`src/rtl/alu_issue_stage.sv`:
```
// Issue/writeback wrapper around the combinational 16-bit ALU: decode, 16-entry register file,
// operand staging, result and flag capture. One instruction in flight, four cycles each.
module alu_issue_stage #(
    parameter int WIDTH    = 16,
    parameter int REG_ADDR = 4
) (
    input  logic                clk,
    input  logic                rst,
    input  logic                instr_valid,
    input  logic [15:0]         instr,
    output logic                instr_ready,
    output logic [WIDTH-1:0]    alu_a,
    output logic [WIDTH-1:0]    alu_b,
    output logic [3:0]          alu_opcode,
    output logic [3:0]          alu_shift_bits,
    output logic                alu_execute,
    input  logic [WIDTH-1:0]    alu_result,
    input  logic [3:0]          alu_flags,
    output logic [3:0]          flags_q,
    output logic                illegal_op,
    input  logic [REG_ADDR-1:0] dbg_addr,
    output logic [WIDTH-1:0]    dbg_data
);

    localparam int DEPTH = 2 ** REG_ADDR;

    localparam logic [3:0] OP_SUB = 4'd1;
    localparam logic [3:0] OP_LSL = 4'd6;
    localparam logic [3:0] OP_ROR = 4'd8;
    localparam logic [3:0] OP_CMP = 4'd9;
    localparam logic [3:0] OP_LDI = 4'd10;
    localparam logic [3:0] OP_NOP = 4'd15;

    typedef enum logic [1:0] {
        S_IDLE = 2'd0,
        S_READ = 2'd1,
        S_EXEC = 2'd2,
        S_WB   = 2'd3
    } state_t;

    state_t              state_q, state_d;
    logic [15:0]         instr_q, instr_d;
    logic [WIDTH-1:0]    regs_q [DEPTH];
    logic [WIDTH-1:0]    regs_d [DEPTH];
    logic [WIDTH-1:0]    alu_a_q, alu_a_d;
    logic [WIDTH-1:0]    alu_b_q, alu_b_d;
    logic [3:0]          alu_opcode_q, alu_opcode_d;
    logic [3:0]          alu_shift_q, alu_shift_d;
    logic                exec_q, exec_d;
    logic                illegal_q, illegal_d;
    logic [3:0]          flags_d;

    logic [3:0]          op;
    logic [REG_ADDR-1:0] rd, rs, rt;
    logic                is_alu, is_shift, is_cmp, is_ldi, is_illegal;
    logic [WIDTH-1:0]    rs_val, rt_val, imm_val;

    assign op  = instr_q[15:12];
    assign rd  = instr_q[8 +: REG_ADDR];
    assign rs  = instr_q[4 +: REG_ADDR];
    assign rt  = instr_q[0 +: REG_ADDR];

    assign is_alu     = (op <= OP_ROR);
    assign is_shift   = (op >= OP_LSL) && (op <= OP_ROR);
    assign is_cmp     = (op == OP_CMP);
    assign is_ldi     = (op == OP_LDI);
    assign is_illegal = (op > OP_LDI) && (op < OP_NOP);

    // r0 is hard-wired to zero on every read path
    assign rs_val   = (rs == '0) ? '0 : regs_q[rs];
    assign rt_val   = (rt == '0) ? '0 : regs_q[rt];
    assign dbg_data = (dbg_addr == '0) ? '0 : regs_q[dbg_addr];
    assign imm_val  = {{(WIDTH-8){1'b0}}, instr_q[7:0]};

    assign instr_ready    = (state_q == S_IDLE);
    assign alu_a          = alu_a_q;
    assign alu_b          = alu_b_q;
    assign alu_opcode     = alu_opcode_q;
    assign alu_shift_bits = alu_shift_q;
    assign alu_execute    = exec_q;
    assign illegal_op     = illegal_q;

    always_comb begin
        state_d      = state_q;
        instr_d      = instr_q;
        regs_d       = regs_q;
        alu_a_d      = alu_a_q;
        alu_b_d      = alu_b_q;
        alu_opcode_d = alu_opcode_q;
        alu_shift_d  = alu_shift_q;
        exec_d       = 1'b0;
        illegal_d    = 1'b0;
        flags_d      = flags_q;

        case (state_q)
            S_IDLE: begin
                if (instr_valid) begin
                    instr_d = instr;
                    state_d = S_READ;
                end
            end
            S_READ: begin
                alu_a_d = rs_val;
                alu_b_d = rt_val;
                if (is_alu)
                    alu_opcode_d = op;
                else if (is_cmp)
                    alu_opcode_d = OP_SUB;
                else
                    alu_opcode_d = 4'd0;
                alu_shift_d = is_shift ? instr_q[3:0] : 4'd0;
                exec_d      = 1'b1;
                state_d     = S_EXEC;
            end
            S_EXEC: begin
                exec_d    = 1'b1;
                // registered so the pulse lines up with the WB cycle
                illegal_d = is_illegal;
                state_d   = S_WB;
            end
            S_WB: begin
                if (rd != '0) begin
                    if (is_alu)
                        regs_d[rd] = alu_result;
                    else if (is_ldi)
                        regs_d[rd] = imm_val;
                end
                if (is_alu || is_cmp)
                    flags_d = alu_flags;
                state_d = S_IDLE;
            end
            default: state_d = S_IDLE;
        endcase
    end

    always_ff @(posedge clk or posedge rst) begin
        if (rst) begin
            state_q      <= S_IDLE;
            instr_q      <= '0;
            regs_q       <= '{default: '0};
            alu_a_q      <= '0;
            alu_b_q      <= '0;
            alu_opcode_q <= '0;
            alu_shift_q  <= '0;
            exec_q       <= 1'b0;
            illegal_q    <= 1'b0;
            flags_q      <= '0;
        end else begin
            state_q      <= state_d;
            instr_q      <= instr_d;
            regs_q       <= regs_d;
            alu_a_q      <= alu_a_d;
            alu_b_q      <= alu_b_d;
            alu_opcode_q <= alu_opcode_d;
            alu_shift_q  <= alu_shift_d;
            exec_q       <= exec_d;
            illegal_q    <= illegal_d;
            flags_q      <= flags_d;
        end
    end

endmodule

```
`config.mk`:
```
export PLATFORM = sky130hd
export DESIGN_NAME = alu_issue_stage
export DESIGN_NICKNAME = d
export VERILOG_FILES = /design/src/rtl/alu_issue_stage.sv
export SDC_FILE = /design/constraint.sdc
export NUM_CORES = 1
export LEC_CHECK = 0
export CORE_AREA = 2 2 230 232
export DETAILED_ROUTE_END_ITERATION = 12
export DIE_AREA = 0 0 232 234
export GPL_ROUTABILITY_DRIVEN = 0
export GPL_TIMING_DRIVEN = 0
export PLACE_DENSITY = 0.52
export SLEW_MARGIN = 10
export SYNTH_ARGS = -nofsm -noshare
export SYNTH_HDL_FRONTEND = slang
export SYNTH_SLANG_ARGS = --single-unit
export TNS_END_PERCENT = 10
```
`constraint.sdc`:
```
create_clock -name clk -period 11.6 [get_ports clk]
set_input_delay 2.32 -clock clk [delete_from_list [all_inputs] [get_ports clk]]
set_output_delay 2.32 -clock clk [all_outputs]
set_load 0.01 [all_outputs]
```
Word level (Yosys, flattened, before mapping). Index checks and enable logic that the tools add are counted.

Magnitude comparators: 9. Equal/unequal tests: 6. Muxes and demuxes: 25. Bitwise gates (word level): 4. Reduce and logical (&&, ||, !) cells: 14.

Operators with widths (count): $bwmux 256 (2); $mux 256 (2); $bmux 16 s4 (3); $mux 16 (10); $demux 16 s4 (1); $ge 5x5->1 const B (4); $not 4->5 (4); $logic_not 4->1 (3); $eq 4x4->1 const B (2); $mux 4 (2); $pmux 2 s4 (1); $lt 5x1->1 const B (1); $eq 2x2->1 const B (2); $ge 4x3->1 const B (1); $gt 4x4->1 const B (1); $le 4x4->1 const B (1); $lt 4x4->1 const B (1); $reduce_and 2->1 (2); $reduce_bool 4->1 (1); $logic_and 1x1->1 (3); $mux 1 (3); $reduce_and 3->1 (1); $eq 2x1->1 const B (1); $logic_not 2->1 (1); 5 further kinds (5).

Register bits: 320. Input bits: 43. Output and inout bits: 63. Word-level logic and storage cells: 83.

Depth between registers and ports, before layout.
Depth in word-level cells: 8. Gate-level depth with buffers: 9. Depth with buffers taken out: 6.

Least setup slack after synthesis. Ideal clock, no wire load.

Path kind: input port to output port. From: input port dbg_addr[0]. To: output port dbg_data[11]. Data arrival time: 3.639 ns. Required time: 9.280 ns. Path slack: 5.641 ns. Cell stages on the path: 4. Buffers on the path: 2. Cell sequence: buf_6 buf_2 mux4_2 a221o_1.

Word-level cells in the longest chain between the ends: 5. Elaborated cells between the ends (all ways): 6.

RTL lines: start, declared (RTL line 21) `input logic [REG_ADDR-1:0] dbg_addr,`; $not 4->5 (implied by the code) (RTL line 72) `assign dbg_data = (dbg_addr == '0) ? '0 : regs_q[dbg_addr];`; $bmux 16 s4 (RTL line 72); $mux 16 (implied by the code) (2 in a row) (RTL line 72); $mux 16 (*) (RTL line 72); end, declared (RTL line 22) `output logic [WIDTH-1:0] dbg_data`.

Mark *: on every way between the ends. The rest lies on a longest branch, timed or not. The select of a mux whose other input is x is not followed.

Final worst setup path.
From: input port dbg_addr[2]. To: output port dbg_data[7].

Same word-level chain as after synthesis.

==> flow_metrics.py <==
metrics = {
    "global_routing": {
        "grt_overflow": 0,
        "grt_usage": 0.2727,
        "grt_start_max_net_pins": 118,
        "grt_antenna_before_repair": 2,
        "first_global_vias": 14788,
        "grt_pass1_wl_um": 105700,
    },
    "detailed_routing": {
        "routed_wl_um": 73140,
        "dr.pass1.iters": 5,
        "antenna_left": 0,
        "vias": 15031,
        "wl_per_cell_um": 29.34,
        "drt_iter0_markers": 1874,
        "via_per_inst": 6.029,
        "route.detailed.drc": 0,
    },
    "cells_and_area": {
        "fin_cells": 2493,
        "layout-drive-gt1-share": 0.1814,
        "area_growth_pct": 18.10,
        "stdcell_area_um2": 21290,
        "nets": 1823,
    },
    "synth": {
        "synth_seq_cells": 320,
        "async_flop_share": 1.000,
        "synthCells": 1630,
        "syn_area_um2": 18020,
        "syn-mean-instance-area_um2": 11.06,
        "yosysWarnings": 0,
        "syn-num-nets": 1677,
        "synth_edf_count": 0,
        "synth_flop_cell": "dfrtp_1",
        "synth.distinct_cells": 48,
        "seq_area_frac_synth": 0.4443,
    },
    "setup_path": {
        "startpoint_type": "primary input",
        "required_ps": 9280,
        "cp.arrival_ps": 5540,
        "crit_path_end_kind": "output port",
        "path_class": "primary input to output port",
        "critical_path_peak_fanout": 10,
    },
    "power": {
        "power.switching_mw": 2.774,
        "switching_share": 0.4226,
        "powerDensity_nw_per_um2": 308.3,
        "clockPowerShare": 0.190,
        "seqPwrFrac": 0.332,
        "vdd_drop_max_mv": 0.1334,
        "internal_power_mw": 3.789,
        "p_leak_nw": 8.949,
        "pwr-share-comb": 0.479,
    },
    "clocking": {
        "clock_path_buffers": 3,
        "cts_tree": "done",
        "clk_latency_ps": 570,
        "cts_resized": 0,
        "cts_hold_buf": 0,
        "clock-sinks": 320,
        "htree_levels": 2,
        "path_clk_slew_ps": 60,
        "postCtsSetupBuffers": 0,
        "clock-root-buffer": "clkbuf_16",
        "cts_buffers": 38,
    },
    "die": {
        "start_util": 0.3465,
        "dieHeight_um": 234,
        "die_x_um": 232,
        "num_rows": 84,
        "io_pins": 106,
        "design.die.area_um2": 54290,
        "core-area_um2": 52020,
    },
    "flow_run": {
        "maxCapViolations": 0,
    },
    "placement": {
        "dpl-instance-area_um2": 20010,
        "port_buffers": 103,
        "place_inst": 2424,
        "post-dp-hpwl_um": 54330,
    },
    "timing": {
        "tns_ps": 0,
        "period_share": 0.6775,
        "maxSlewViolCount": 0,
        "max-slew-margin-rel": 0.2428,
        "tightest_slew_ps": 1127,
        "finalClockSkew_ps": 20.86,
        "setup_viol": 0,
        "hold_viol": 0,
        "fmax_mhz": 127.2,
        "fin_crit_ps": 7859,
        "rsz0062_at_grt": "false",
    },
    "run_status": {
        "status": "finished, final reports clean",
    },
    "hold_path": {
        "hp-class": "register to register",
    },
}
-- power by group through the flow --
stage	registers [mW]	clock network, mW	logic, mW
finish	2.18	1.24	3.14
global route	2.23	1.31	3.34
CTS	2.16	1.26	3.10
detailed placement	2.17	0	3.09
global placement	2.15	0	3.03
floorplan	1.98	0	2.04
-- cell families (layout without fill, tap and decap cells) --
logic type               count (synthesis)  after routing  share of synthesized area
adder cells (fa/ha/maj)                  4              4                   0.002777
AND/OR/NAND/NOR                        387            387                    0.09552
multiplexers                           284            284                     0.2464
AO/OA/AOI/OAI                          439            439                     0.1559
buffers and inverters                  195            368                    0.05463
other                                    0              2                          0
flip-flops                             320            320                     0.4443
XOR/XNOR                                 1              1                  0.0004860
-- path summary, 6_finish.rpt --
check | from | to | slack [ps] | cells after the start
max | dbg_addr[2] | dbg_data[7] | 3740 | 7
min | regs_q[255] | regs_q[255] | 460 | 1
max reg2reg | instr_q[2] | alu_b[15] | 8650 | 5
min reg2reg | regs_q[255] | regs_q[255] | 460 | 1
max in group asynchronous | rst | regs_q[81] | 8150 | 4
min in group asynchronous | rst | regs_q[235] | 2080 | 2
-- metrics by stage --
stage,util,hold WS [ps],setup WS (ps),power [mW]
floorplan,-,424.6,423.7,4.021
global placement,0.3828,439.5,-3801,5.183
detailed placement,0.3846,446.8,3971,5.258
CTS,0.4091,460.9,3959,6.521
global route,0.4091,486.5,3793,6.890
finish,0.4092,462.1,3741,6.563
-- cell usage in the layout (no fill, tap or decap), types with 17 or more instances in the layout --
master	synthesis	final
mux2i_1	86	86
inv_1	25	24
a211oi_1	42	42
buf_2	30	30
clkdlybuf4s50_1	0	103
clkbuf_1	97	106
mux4_2	102	102
nor2b_1	55	55
clkbuf_16	0	41
o21ai_0	226	226
nor2_1	23	23
o22ai_1	30	30
nand2_1	256	256
a22oi_1	17	17
o21ai_1	21	21
o221ai_1	17	17
dfrtp_1	320	320
mux2_2	82	82
-- cell usage after synthesis (15+ instances only) --
| cell | n | area (um^2) |
|---|---|---|
| dfrtp_1 | 320 | 8008 |
| nand2_1 | 256 | 960.9 |
| o21ai_0 | 226 | 1131 |
| mux4_2 | 102 | 2297 |
| clkbuf_1 | 97 | 364.1 |
| mux2i_1 | 86 | 860.8 |
| mux2_2 | 82 | 923.4 |
| nor2b_1 | 55 | 344.1 |
| a211oi_1 | 42 | 315.3 |
| buf_2 | 30 | 150.1 |
| o22ai_1 | 30 | 187.7 |
| inv_1 | 25 | 93.84 |
| nor2_1 | 23 | 86.33 |
| o21ai_1 | 21 | 105.1 |
| a22oi_1 | 17 | 127.6 |
| o221ai_1 | 17 | 148.9 |
| a2111oi_0 | 16 | 140.1 |
| a2111o_1 | 15 | 168.9 |
| a211o_1 | 15 | 131.4 |
| nand4_1 | 15 | 93.84 |
| nor4_1 | 15 | 93.84 |
-- routing by layer --
layer | up-vias | wire (um) | global-route usage
met5 | - | 0 | 0
met4 | 0 | 3206 | 0.1122
met3 | 145 | 7803 | 0.08864
met2 | 850 | 31980 | 0.4104
met1 | 7664 | 30150 | 0.3624
li1 | 6372 | - | -
-- registers in the layout, summed over array words and instances, names as in the netlist --
register	cells
alu_a	16
alu_b	16
alu_execute	1
alu_opcode	4
alu_shift_bits	4
flags_q	4
illegal_op	1
instr_q	16
regs_q	256
state_q	2
-- worst max-delay path, cell delays in order --
cell             delay, ps
clkdlybuf4s50_1        650
nor2_1                 110
buf_1                  400
a221oi_1               820
a22oi_1                210
a21oi_1                390
clkdlybuf4s50_1        630
-- cell type report --
class                   count  area (um^2)
diodes                      2        5.005
repair buffers            106         1114
fillers                  5082        30740
clock inverters            11        133.9
well taps                 688        860.8
inverters                  26        105.1
flip-flops and latches    320         8008
clock buffers              56         1142
plain buffers             169        887.1
multi-input cells        1115         9032
Power figures use the tool's default switching activity.
==> variant, RTL diff (config.mk and constraints unchanged) <==
Register the output `dbg_data`, with the module's reset; this adds one clock of latency there. The other outputs are not delayed to match.
--- a/src/rtl/alu_issue_stage.sv
+++ b/src/rtl/alu_issue_stage.sv
@@ -71,3 +71,9 @@
     assign rt_val   = (rt == '0) ? '0 : regs_q[rt];
-    assign dbg_data = (dbg_addr == '0) ? '0 : regs_q[dbg_addr];
+    always_ff @(posedge clk or posedge rst) begin
+        if (rst) begin
+            dbg_data <= '0;
+        end else begin
+            dbg_data <= (dbg_addr == '0) ? '0 : regs_q[dbg_addr];
+        end
+    end
     assign imm_val  = {{(WIDTH-8){1'b0}}, instr_q[7:0]};
Behaviour: no difference found for any inputs over 4 cycles, from zero or initial values and one cycle with rst high; that may be too few to reach the edited logic, so the function may still have changed.
==> variant against the unedited design <==
Largest cell class unchanged. Wire length shrank 2.1%. Total power shrank 9.4%. Design area grew 4.4%. Area after synthesis grew 4.8%. Setup slack gained 3.2 ns. Sequential cell count grew 16. Worst hold slack gained 0.026 ns. Register-to-register slack lost 0.45 ns.
==> variant: results <==
group,metric,value,unit
detailed_routing,vias,13800,
placed_design,pre_cts_ws,6.60,ns
logic_synthesis,ys_async_sr_fraction,100,%
pwr,peakVddDrop,0.127,mV
layout,drive_gt1_share,38.1,%
global_routing,grt_start_max_net_pins,39,
outcome,outcome,"completed",
cts,clk_pin_slew,0.06,ns
logic_synthesis,netlist_top_cells_area,"dfrtp_1 (45%), mux2_2 (18%), mux4_2 (14%)",
detailed_routing,wl_per_cell,31.8,microns
placed_design,placed_cells,2179,
sta,worst_slew_pin_slew,1.25,ns
detailed_routing,wl_met3,5.06,mm
layout,nets,1580,
logic_synthesis,ys_seq_area_share,44.5,%
global_routing,antenna_found_initial,1,
detailed_routing,dr_wl_met2,32.7,mm
logic_synthesis,ys_types,54,
global_routing,gr-usage-all-layers,26.7,%
placed_design,dp_hpwl,50.2,mm
detailed_routing,m1WireLength,30.2,mm
setup_path,rr_worst_depth,9,
pwr,leakagePower,9.62,nW
setup_path,r2r-start,"state_q[1]",
sta,finClkSkew,0.0154,ns
detailed_routing,drt_iter0_drc,1306,
layout,largest_register_ffs,256,
logic_synthesis,synth.top_cells.by_count,"dfrtp_1 (336), mux2_2 (307), mux4_2 (114)",
placed_design,placed_area,21000,sq um
cts,cts_buffers,40,
==> variant: cell types whose count changed after synthesis, sizes merged, moves of 3 or more <==
cell	unedited run	this run
nand2	256	11
and2	3	9
o21ai	248	9
mux2	82	329
buf	59	65
nor3	4	7
nand4	15	1
nor2b	55	51
mux2i	88	80
clkbuf	110	76
dfrtp	320	336
nor2	23	30
==> variant: cells by family after synthesis <==
group,count (synthesis),share of synthesized area (%)
simple gates,145,4.60
compound gates,202,8.48
fa+ha+maj,4,0.265
flops,336,44.5
mux,523,37.8
buf+inv,167,4.25
xor+xnor,1,0.0464
==> variant: power by group <==
part           internal [mW]  total, mW  switching, mW
clock network          0.705       1.21          0.509
registers               1.57       1.96          0.394
logic                   1.25       2.77           1.53
total                   3.52       5.95           2.43
==> variant: final timing paths <==
check                              endpoint  slack, ns
worst max-delay path            dbg_data[9]       6.90
worst min-delay path            regs_q[255]       0.49
worst max register to register     alu_a[9]       8.20
worst min register to register  regs_q[255]       0.49
max in group asynchronous       regs_q[106]       8.02
min in group asynchronous          alu_b[2]       2.08
==> variant: cell type report <==
cell class | count | area (sq um)
clock inverters | 8 | 47.5
well taps | 688 | 861
inverters | 26 | 101
repair buffers | 113 | 1230
flip-flops and latches | 336 | 8410
clock buffers | 61 | 1190
fillers | 4863 | 29800
plain buffers | 141 | 704
multi-input cells | 875 | 9680
==> variant: critical path: stages <==
cell and delay (ns):
clkdlybuf4s50_1 0.51, inv_1 0.28, clkbuf_1 0.80, buf_1 0.63, a22oi_1 0.14, a21oi_1 0.42
==> variant: metal layers <==
layer  vias to the layer above  GRT usage (%)
met5                         -              0
met4                         0           13.0
met3                       183           4.33
met2                       738           41.8
met1                      7272           36.0
li1                       5653              -
